## src/rtl/n4ddr_pkg.sv

```systemverilog
// Shared definitions for the n4ddr SoC board-input path.
//   ps2_state_t    : PS/2 receive frame states
//   PS2_FRAME_BITS : bits per device-to-host frame (start, 8 data, parity, stop)
//   PS2_DATA_BITS  : payload bits per frame
//   odd_ones()     : 1 when data plus parity bit carry an odd number of ones
package n4ddr_pkg;

  typedef enum logic [1:0] {
    IDLE   = 2'd0,
    DATA   = 2'd1,
    PARITY = 2'd2,
    STOP   = 2'd3
  } ps2_state_t;

  localparam int PS2_FRAME_BITS = 11;
  localparam int PS2_DATA_BITS  = 8;

  function automatic logic odd_ones(input logic [PS2_DATA_BITS-1:0] d,
                                    input logic p);
    return ^{d, p};
  endfunction

endpackage

```

## src/rtl/ps2_filter.sv

```systemverilog
// Two-flop synchroniser followed by a level filter for one raw PS/2 pin.
// The filtered level only moves after FILTER_CYCLES consecutive synchronised
// samples disagree with it; any agreeing sample restarts the count.
// Ports:
//   clk   in  system clock
//   rst_n in  asynchronous active-low reset (line resets to idle-high)
//   raw   in  asynchronous pin
//   level out filtered, synchronous line level
module ps2_filter #(
  parameter int FILTER_CYCLES = 8
) (
  input  logic clk,
  input  logic rst_n,
  input  logic raw,
  output logic level
);

  logic       sync_p0;
  logic       sync_p1;
  logic [7:0] cnt;

  always_ff @(posedge clk or negedge rst_n) begin
    if (!rst_n) begin
      sync_p0 <= 1'b1;
      sync_p1 <= 1'b1;
      level   <= 1'b1;
      cnt     <= 8'd0;
    end else begin
      // stage p0 -> p1: metastability settling
      sync_p0 <= raw;
      sync_p1 <= sync_p0;
      // filter stage
      if (sync_p1 == level) begin
        cnt <= 8'd0;
      end else if (cnt == 8'(FILTER_CYCLES - 1)) begin
        level <= sync_p1;
        cnt   <= 8'd0;
      end else begin
        cnt <= cnt + 8'd1;
      end
    end
  end

endmodule

```

## src/rtl/ps2_rx.sv

```systemverilog
// PS/2 device-to-host receiver: conditions the keyboard clock/data pins,
// deframes 11-bit frames and queues scan-code bytes in a first-word
// fall-through FIFO with a valid/ready handshake.
// Optional feature: define PS2_RX_PARITY_EN to enforce odd parity; otherwise
// the parity bit is sampled and ignored.
// Ports:
//   CLK100MHZ   in  system clock
//   CPU_RESETN  in  asynchronous active-low reset
//   PS2_CLK     in  raw PS/2 clock pin
//   PS2_DATA    in  raw PS/2 data pin
//   rx_data     out FIFO head byte (holds last value when empty)
//   rx_valid    out FIFO not empty
//   rx_ready    in  consumer accepts head byte
//   frame_err   out 1-cycle pulse: bad start/stop bit or parity
//   timeout_err out 1-cycle pulse: frame abandoned after idle timeout
//   overflow    out 1-cycle pulse: good byte dropped, FIFO full
module ps2_rx
  import n4ddr_pkg::*;
#(
  parameter int FILTER_CYCLES  = 8,
  parameter int TIMEOUT_CYCLES = 20000,
  parameter int FIFO_DEPTH     = 4
) (
  input  logic                     CLK100MHZ,
  input  logic                     CPU_RESETN,
  input  logic                     PS2_CLK,
  input  logic                     PS2_DATA,
  output logic [PS2_DATA_BITS-1:0] rx_data,
  output logic                     rx_valid,
  input  logic                     rx_ready,
  output logic                     frame_err,
  output logic                     timeout_err,
  output logic                     overflow
);

  localparam int PW = $clog2(FIFO_DEPTH);
  localparam int TW = $clog2(TIMEOUT_CYCLES + 1);
  localparam int BW = $clog2(PS2_DATA_BITS);

  logic kclk;
  logic kdat;
  logic kclk_p1;
  logic fall;

  ps2_filter #(.FILTER_CYCLES(FILTER_CYCLES)) u_clk_filt (
    .clk   (CLK100MHZ),
    .rst_n (CPU_RESETN),
    .raw   (PS2_CLK),
    .level (kclk)
  );

  ps2_filter #(.FILTER_CYCLES(FILTER_CYCLES)) u_dat_filt (
    .clk   (CLK100MHZ),
    .rst_n (CPU_RESETN),
    .raw   (PS2_DATA),
    .level (kdat)
  );

  assign fall = kclk_p1 & ~kclk;

  ps2_state_t               state;
  logic [BW-1:0]            bit_cnt;
  logic [PS2_DATA_BITS-1:0] shreg;
  logic [TW-1:0]            tcnt;
  logic                     parity_ok;
  logic                     push;
  logic                     bad;
  logic                     tmo;

`ifdef PS2_RX_PARITY_EN
  logic par_bit;
  assign parity_ok = odd_ones(shreg, par_bit);
`else
  assign parity_ok = 1'b1;
`endif

  // A stop-bit fall either commits the byte or flags the frame; a start
  // fall seeing data high is rejected without leaving IDLE.
  assign push = fall && (state == STOP) && kdat && parity_ok;
  assign bad  = fall && (((state == IDLE) && kdat) ||
                         ((state == STOP) && !(kdat && parity_ok)));
  // A fall in the same cycle restarts the idle window, so it wins.
  assign tmo  = (state != IDLE) && !fall && (tcnt == TW'(TIMEOUT_CYCLES));

  always_ff @(posedge CLK100MHZ or negedge CPU_RESETN) begin
    if (!CPU_RESETN) begin
      kclk_p1     <= 1'b1;
      state       <= IDLE;
      bit_cnt     <= '0;
      shreg       <= '0;
      tcnt        <= '0;
      frame_err   <= 1'b0;
      timeout_err <= 1'b0;
`ifdef PS2_RX_PARITY_EN
      par_bit     <= 1'b0;
`endif
    end else begin
      kclk_p1     <= kclk;
      frame_err   <= bad;
      timeout_err <= tmo;

      if ((state == IDLE) || fall || tmo) begin
        tcnt <= '0;
      end else begin
        tcnt <= tcnt + TW'(1);
      end

      if (tmo) begin
        state   <= IDLE;
        bit_cnt <= '0;
        shreg   <= '0;
      end else if (fall) begin
        case (state)
          IDLE: begin
            if (!kdat) begin
              state   <= DATA;
              bit_cnt <= '0;
            end
          end
          DATA: begin
            // LSB arrives first, so shifting right leaves d0 in bit 0.
            shreg   <= {kdat, shreg[PS2_DATA_BITS-1:1]};
            bit_cnt <= bit_cnt + BW'(1);
            if (bit_cnt == BW'(PS2_DATA_BITS - 1)) begin
              state <= PARITY;
            end
          end
          PARITY: begin
`ifdef PS2_RX_PARITY_EN
            par_bit <= kdat;
`endif
            state <= STOP;
          end
          STOP: begin
            state <= IDLE;
          end
          default: begin
            state <= IDLE;
          end
        endcase
      end
    end
  end

  // FIFO
  logic [PS2_DATA_BITS-1:0] mem [FIFO_DEPTH];
  logic [PW-1:0]            wptr;
  logic [PW-1:0]            rptr;
  logic [PW:0]              count;
  logic                     full;
  logic                     pop;
  logic                     wr;
  logic                     head_empty;

  assign rx_valid   = (count != '0);
  assign full       = (count == (PW+1)'(FIFO_DEPTH));
  assign pop        = rx_valid && rx_ready;
  // A pop in the same cycle frees the slot the full-FIFO push needs.
  assign wr         = push && (!full || pop);
  // True when no stored entry survives this cycle's pop.
  assign head_empty = pop ? (count == (PW+1)'(1)) : (count == '0);

  always_ff @(posedge CLK100MHZ) begin
    if (wr) begin
      mem[wptr] <= shreg;
    end
  end

  always_ff @(posedge CLK100MHZ or negedge CPU_RESETN) begin
    if (!CPU_RESETN) begin
      wptr     <= '0;
      rptr     <= '0;
      count    <= '0;
      rx_data  <= '0;
      overflow <= 1'b0;
    end else begin
      overflow <= push && full && !pop;
      if (wr) begin
        wptr <= wptr + PW'(1);
      end
      if (pop) begin
        rptr <= rptr + PW'(1);
      end
      count <= count + (PW+1)'(wr) - (PW+1)'(pop);
      // Registered head keeps rx_data stable (last value) once drained.
      if (head_empty) begin
        if (wr) begin
          rx_data <= shreg;
        end
      end else begin
        rx_data <= mem[pop ? (rptr + PW'(1)) : rptr];
      end
    end
  end

endmodule

```

## config.mk

```make
export PLATFORM = sky130hd
export DESIGN_NAME = ps2_rx
export DESIGN_NICKNAME = d
export VERILOG_FILES = /design/src/rtl/n4ddr_pkg.sv /design/src/rtl/ps2_filter.sv /design/src/rtl/ps2_rx.sv
export SDC_FILE = /design/constraint.sdc
export NUM_CORES = 1
export LEC_CHECK = 0
export ABC_AREA = 1
export BUFFER_PORTS_ARGS = -buffer_cell sky130_fd_sc_hd__buf_2
export CORE_MARGIN = 2
export CORE_UTILIZATION = 65
export DETAILED_ROUTE_END_ITERATION = 10
export PLACE_DENSITY = 0.95
export SKIP_LAST_GASP = 1
export SLEW_MARGIN = 40
export SYNTH_ARGS = -nofsm -noshare
export SYNTH_HDL_FRONTEND = slang
export SYNTH_SLANG_ARGS = --single-unit
```

## constraint.sdc

```tcl
create_clock -name CLK100MHZ -period 3.4 [get_ports CLK100MHZ]
set_input_delay 0.51 -clock CLK100MHZ [delete_from_list [all_inputs] [get_ports CLK100MHZ]]
set_output_delay 0.51 -clock CLK100MHZ [all_outputs]
set_load 0.005 [all_outputs]
```

# --- Yosys cells after proc, flatten, opt, wreduce, memory -nomap -nowiden ---
# Memories as Yosys holds them, arrays and structs flattened.
# Cells that the tools add are included.
op_classes:
  add_sub_neg: 8
  mul: 0
  div_mod_pow: 0
  order_cmp: 0
  eq_ne: 14
  shift: 0
  n_mux: 23
  n_bitwise: 4
  n_reduce_logical: 31
op_table:
  columns: ["cell", "n"]
  rows:
  - ["$mux 8", 9]
  - ["$add 8x1->8 const B", 2]
  - ["$eq 8x3->1 const B", 2]
  - ["$add 15x1->15 const B", 1]
  - ["$eq 15x15->1 const B", 1]
  - ["$mux 15", 1]
  - ["$logic_and 1x1->1", 11]
  - ["$mux 2", 5]
  - ["$mux 3", 3]
  - ["$pmux 2 s4", 1]
  - ["$eq 3x3->1 const B", 2]
  - ["$ne 3x3->1 const B", 2]
  - ["$pmux 3 s2", 1]
  - ["$reduce_and 2->1", 3]
  - ["$reduce_and 3->1", 2]
  - ["$reduce_bool 2->1", 3]
  - ["$reduce_bool 3->1", 2]
  - ["$add 2x1->2 const B", 2]
  - ["$eq 2x2->1 const B", 2]
  - ["$logic_not 1->1", 4]
  - ["$logic_or 1x1->1", 4]
  - ["$add 3x1->3", 1]
  - ["$add 3x1->3 const B", 1]
  - ["$eq 3x1->1 const B", 1]
  - ["other kinds (9)", 14]
totals:
  regBits: 69
  latch_bits: 0
  mem_bits_rw: 32
  romBits: 0
  in_bits: 5
  out_inout_bits: 12
  wordCells: 101
  memories: 1
memory_table:
  columns: ["memory", "depth", "word_bits", "read_ports", "rd_clocked_by_memory_dff", "wr", "line", "source"]
  rows:
  - ["mem", 4, 8, 1, 0, 1, "ps2_rx.sv:146", "logic [PS2_DATA_BITS-1:0] mem [FIFO_DEPTH];"]

# --- Longest topological paths before layout ---
depth:
  depth_word: 7
  depth_mapped: 13
  ltp_nobuf: 12

# --- Modules after synthesis ---
# From an unflattened synthesis, not the netlist that was laid out.
hier_totals:
  cells_unflattened: 568
  hier_area_um2: 5048.6
by_module_without_submodules:
  columns: ["module", "n_inst", "cells_per_inst", "area_per_inst_um2", "seq_area_each_um2"]
  rows:
  - ["ps2_rx", 1, 446, 3977.6, 2138.3]
  - ["ps2_filter", 2, 61, 535.5, 279.0]

# --- Worst setup path after synthesis ---
# Ideal clock, no wire load.
synth_timing:
  kind: "reg2reg"
  start: "reg kclk_p1"
  end: "reg count[2]"
  setup_ns: 0.123
  arrival_ns: 2.086
  t_required_ns: 3.277
  setup_slack_ns: 1.192
  stages_incl_launch_ff: 13
  path_buffers: 1
  period_less_slack_ns: 2.208
  cell_sequence: "dfstp_2 > nand2_4 > inv_6 > nand3_1 > inv_2 > nand2_2 > buf_6 > ha_1 > inv_1 > ha_1 > inv_1 > fa_1 > xnor2_1"
synth_via:
  elab_chain_len: 6
synth_lines:
  columns: ["item", "line", "source"]
  rows:
  - ["start: declaration", "ps2_rx.sv:42", "logic kclk_p1;"]
  - ["start signal: assignment", "ps2_rx.sv:98", "kclk_p1 <= kclk;"]
  - ["$and 1x1->1", "ps2_rx.sv:59", "assign fall = kclk_p1 & ~kclk;"]
  - ["$logic_and 1x1->1 (2 in a row)", "ps2_rx.sv:79", "assign push = fall && (state == STOP) && kdat && parity_ok;"]
  - ["$logic_and 1x1->1", "ps2_rx.sv:159", "assign wr = push && (!full || pop);"]
  - ["$add 3x1->3", "ps2_rx.sv:184", "count <= count + (PW+1)'(wr) - (PW+1)'(pop);"]
  - ["$sub 3x1->3", "ps2_rx.sv:184", null]
  - ["end signal: assignment", "ps2_rx.sv:184", null]
  - ["end: declaration", "ps2_rx.sv:149", "logic [PW:0] count;"]
# Every way passes these cells.
# A chain may end at the register's enable or synchronous reset.

# --- Final worst setup path ---
layout_timing:
  start: "reg u_clk_filt.level"
  end: "reg count[2]"
layout_via:
  elab_chain_len: 7
layout_lines:
  columns: ["item", "line", "source"]
  rows:
  - ["start: declaration", "ps2_filter.sv:15", "output logic level"]
  - ["start signal: assignment", "ps2_filter.sv:36", "level <= sync_p1;"]
  - ["$not 1->1", "ps2_rx.sv:59", null]
  - ["$and 1x1->1", "ps2_rx.sv:59", null]
  - ["$logic_and 1x1->1 (2 in a row)", "ps2_rx.sv:79", null]
  - ["$logic_and 1x1->1", "ps2_rx.sv:159", null]
  - ["$add 3x1->3", "ps2_rx.sv:184", null]
  - ["$sub 3x1->3", "ps2_rx.sv:184", null]
# Every way passes these cells.

==> impl_metrics.json <==
{
  "outcome": "completed",
  "hold_buffers": 0,
  "cpPeakStageDelay_ns": 0.57,
  "final_common_cell": "nand2_1",
  "route.layer.met1.wl_um": 4087,
  "rsz0062_at_grt": "false",
  "drtIter0Drc": 286,
  "fmax_mhz": 407.6,
  "clkTransAtPathRegs_ns": 0.10,
  "worstMarginPinSlew_ns": 0.6833,
  "diodes": 0,
  "num_rows": 31,
  "path_class": "flop to flop",
  "dr_wl_met3_um": 384,
  "cts-buffers-inserted": 9,
  "die_h_um": 91.38,
  "ys_seq_area_share_pct": 54.34,
  "cellPowerDensity_mw_per_mm2": 651.5,
  "cts_tree": "built",
  "post-place-ws_ns": 0.8589,
  "whs_ns": 0.1421,
  "utilization_pct": 72.59,
  "ys_warn_count": 0,
  "postRouteAntennaNets": 0,
  "cp.required_ns": 3.68,
  "fin_area_mm2": 0.005321,
  "die_area_mm2": 0.008349,
  "detail_route.wl_per_cell_um": 15.04,
  "clk_path_buf_depth": 2,
  "nets": 577,
  "setup_violations": 0,
  "slowest_stage": "dfstp_2",
  "core_mm2": 0.007331,
  "syn-num-nets": 554,
  "crit_arrival_ns": 2.74,
  "peakVddDrop_mv": 0.3682,
  "overflow": 0,
  "min_period_ns": 2.454,
  "critical_path.startpoint_type": "flop",
  "multi_input_area_mm2": 0.001832,
  "cts_resized": 0,
  "h-tree-depth": 3,
  "clkSinkCount": 101,
  "grt_pass1_vias": 3664,
  "start_util_pct": 67.69,
  "crit_family": "adder cells",
  "netlist_area_mm2": 0.004962,
  "wirelength_um": 9896,
  "slew_headroom_pct": 54.28,
  "critical_path_buf_inv_count": 5,
  "wl_met2_um": 5158,
  "place_hpwl_um": 7325,
  "grt_pass1_wl_um": 17080,
  "post-route-period-util_pct": 72.16,
  "top_layer": "met4",
  "cts-root-buf": "clkbuf_8",
  "slew_viol_final": 0,
  "dpl-instance-area_mm2": 0.005130,
  "power_leakage_uw": 0.002453,
  "seq_area_mm2": 0.002696,
  "netlist-cell-type-count": 35,
  "vias_per_cell": 5.467,
  "io_pins": 17,
  "final_cell_mix": "98 x nand2_1, 93 x inv_1, 62 x dfrtp_1",
  "synth.avg_cell_area_um2": 9.345,
  "crit_fanout": 16,
  "dr.pass1.iters": 4,
  "totalNegativeSetupSlack_ns": 0,
  "fp.dieW_um": 91.38,
  "grt_max_degree": 49,
  "end_kind": "flop",
  "drv_cap": 0,
  "postCtsSetupBuffers": 0,
  "area_growth_syn_to_layout_pct": 7.236,
  "clock_skew_ns": 0.01462,
  "finalHoldViolCount": 0,
  "synth_cells": 531,
  "hp-class": "primary input to asynchronous set/reset pin",
  "port_buffers": 16,
  "clk_latency_ns": 0.37,
  "grt_usage_pct": 26.22,
  "synth.ff_latch_count": 101,
  "crit_chain": "inv_2 > nand2_4 > inv_6 > nand3_1 > inv_2 > nand2_2 > ha_1 > inv_1 > ha_1 > inv_1 > fa_1 > xnor2_1",
  "drc_errors": 0,
  "routabilityCongestion": 0.9278,
  "antenna_found_initial": 0,
  "setup_slack_ns": 0.9465,
  "fillerInstances": 495,
  "drive_above_1_share_pct": 12.70,
  "vias": 3597
}
logic make-up after synthesis:
group                      Yosys count  share of synthesized area (%)
buffers and inverters              106                          8.749
DFF                                101                          54.34
AOI/OAI and AO/OA                   36                          4.262
adders and majority gates           18                          4.690
and+or+nand+nor                    256                          25.49
xor gates and xnor gates            14                          2.471
Yosys cell counts, drive strengths merged:
master,count,area (µm²)
a21boi,1,11.26
a21oi,9,56.31
buf,6,53.79
dfrtp,62,1551
dfstp,7,183.9
edfxtp,32,960.9
fa,1,20.02
ha,17,212.7
inv,100,380.4
nand2,106,447.9
nand3,64,385.4
nand3b,8,60.06
nand4,4,25.02
nor2,51,206.5
nor3,11,55.05
nor3b,8,60.06
nor4,3,18.77
o211ai,1,7.510
o21ai,25,136.4
or2,1,6.260
xnor2,3,26.28
xor2,11,96.34
path summary, 6_finish.rpt:
check,cells after the start,slack [ns],to,startpoint
setup reg to reg,12,0.95,count[2]$_DFF_PN0_,u_clk_filt.level$_DFFE_PN1P_
min in group CLK100MHZ,1,0.24,u_dat_filt.sync_p0$_DFF_PN1_,PS2_DATA
setup / recovery,12,0.95,count[2]$_DFF_PN0_,u_clk_filt.level$_DFFE_PN1P_
hold reg to reg,0,0.36,u_clk_filt.sync_p1$_DFF_PN1_,u_clk_filt.sync_p0$_DFF_PN1_
max in group asynchronous,2,2.63,rx_data[2]$_DFFE_PN0P_,CPU_RESETN
hold / removal,1,0.14,u_dat_filt.cnt[7]$_DFF_PN0_,CPU_RESETN
area by class of cell:
type,count,share of cell area [%]
inverters,100,7.148
multi-input cells,324,34.42
repair buffers,18,1.834
flip-flops and latches,101,50.67
well taps,99,2.328
clock buffers,9,2.328
clock inverters,7,1.270
power by group:
| group | total [µW] | internal [µW] | switching (µW) |
|---|---|---|---|
| Sequential | 1590 | 1430 | 152 |
| Clock | 719 | 283 | 437 |
| Combinational | 1160 | 384 | 777 |
per-stage QoR:
step | power (µW) | std cells
finish | 3467 | 658
global route | 3700 | 658
CTS | 3465 | 658
detailed placement | 2756 | 642
global placement | 2655 | 642
floorplan | 2431 | 531
registers in the layout, indices dropped and copies added, names as in the netlist, 2 cells and up:
signal	flops
mem	32
u_dat_filt.cnt	8
shreg	8
wptr	2
bit_cnt	3
u_clk_filt.cnt	8
tcnt	15
rptr	2
rx_data	8
count	3
state	2
routing by layer:
layer  track usage [%]  up-vias
met1             31.97     1734
met3             3.485       28
met4             11.49        0
met2             46.60      104
li1                  -     1731
met5                 0        -
Power figures use the tool's default switching activity.
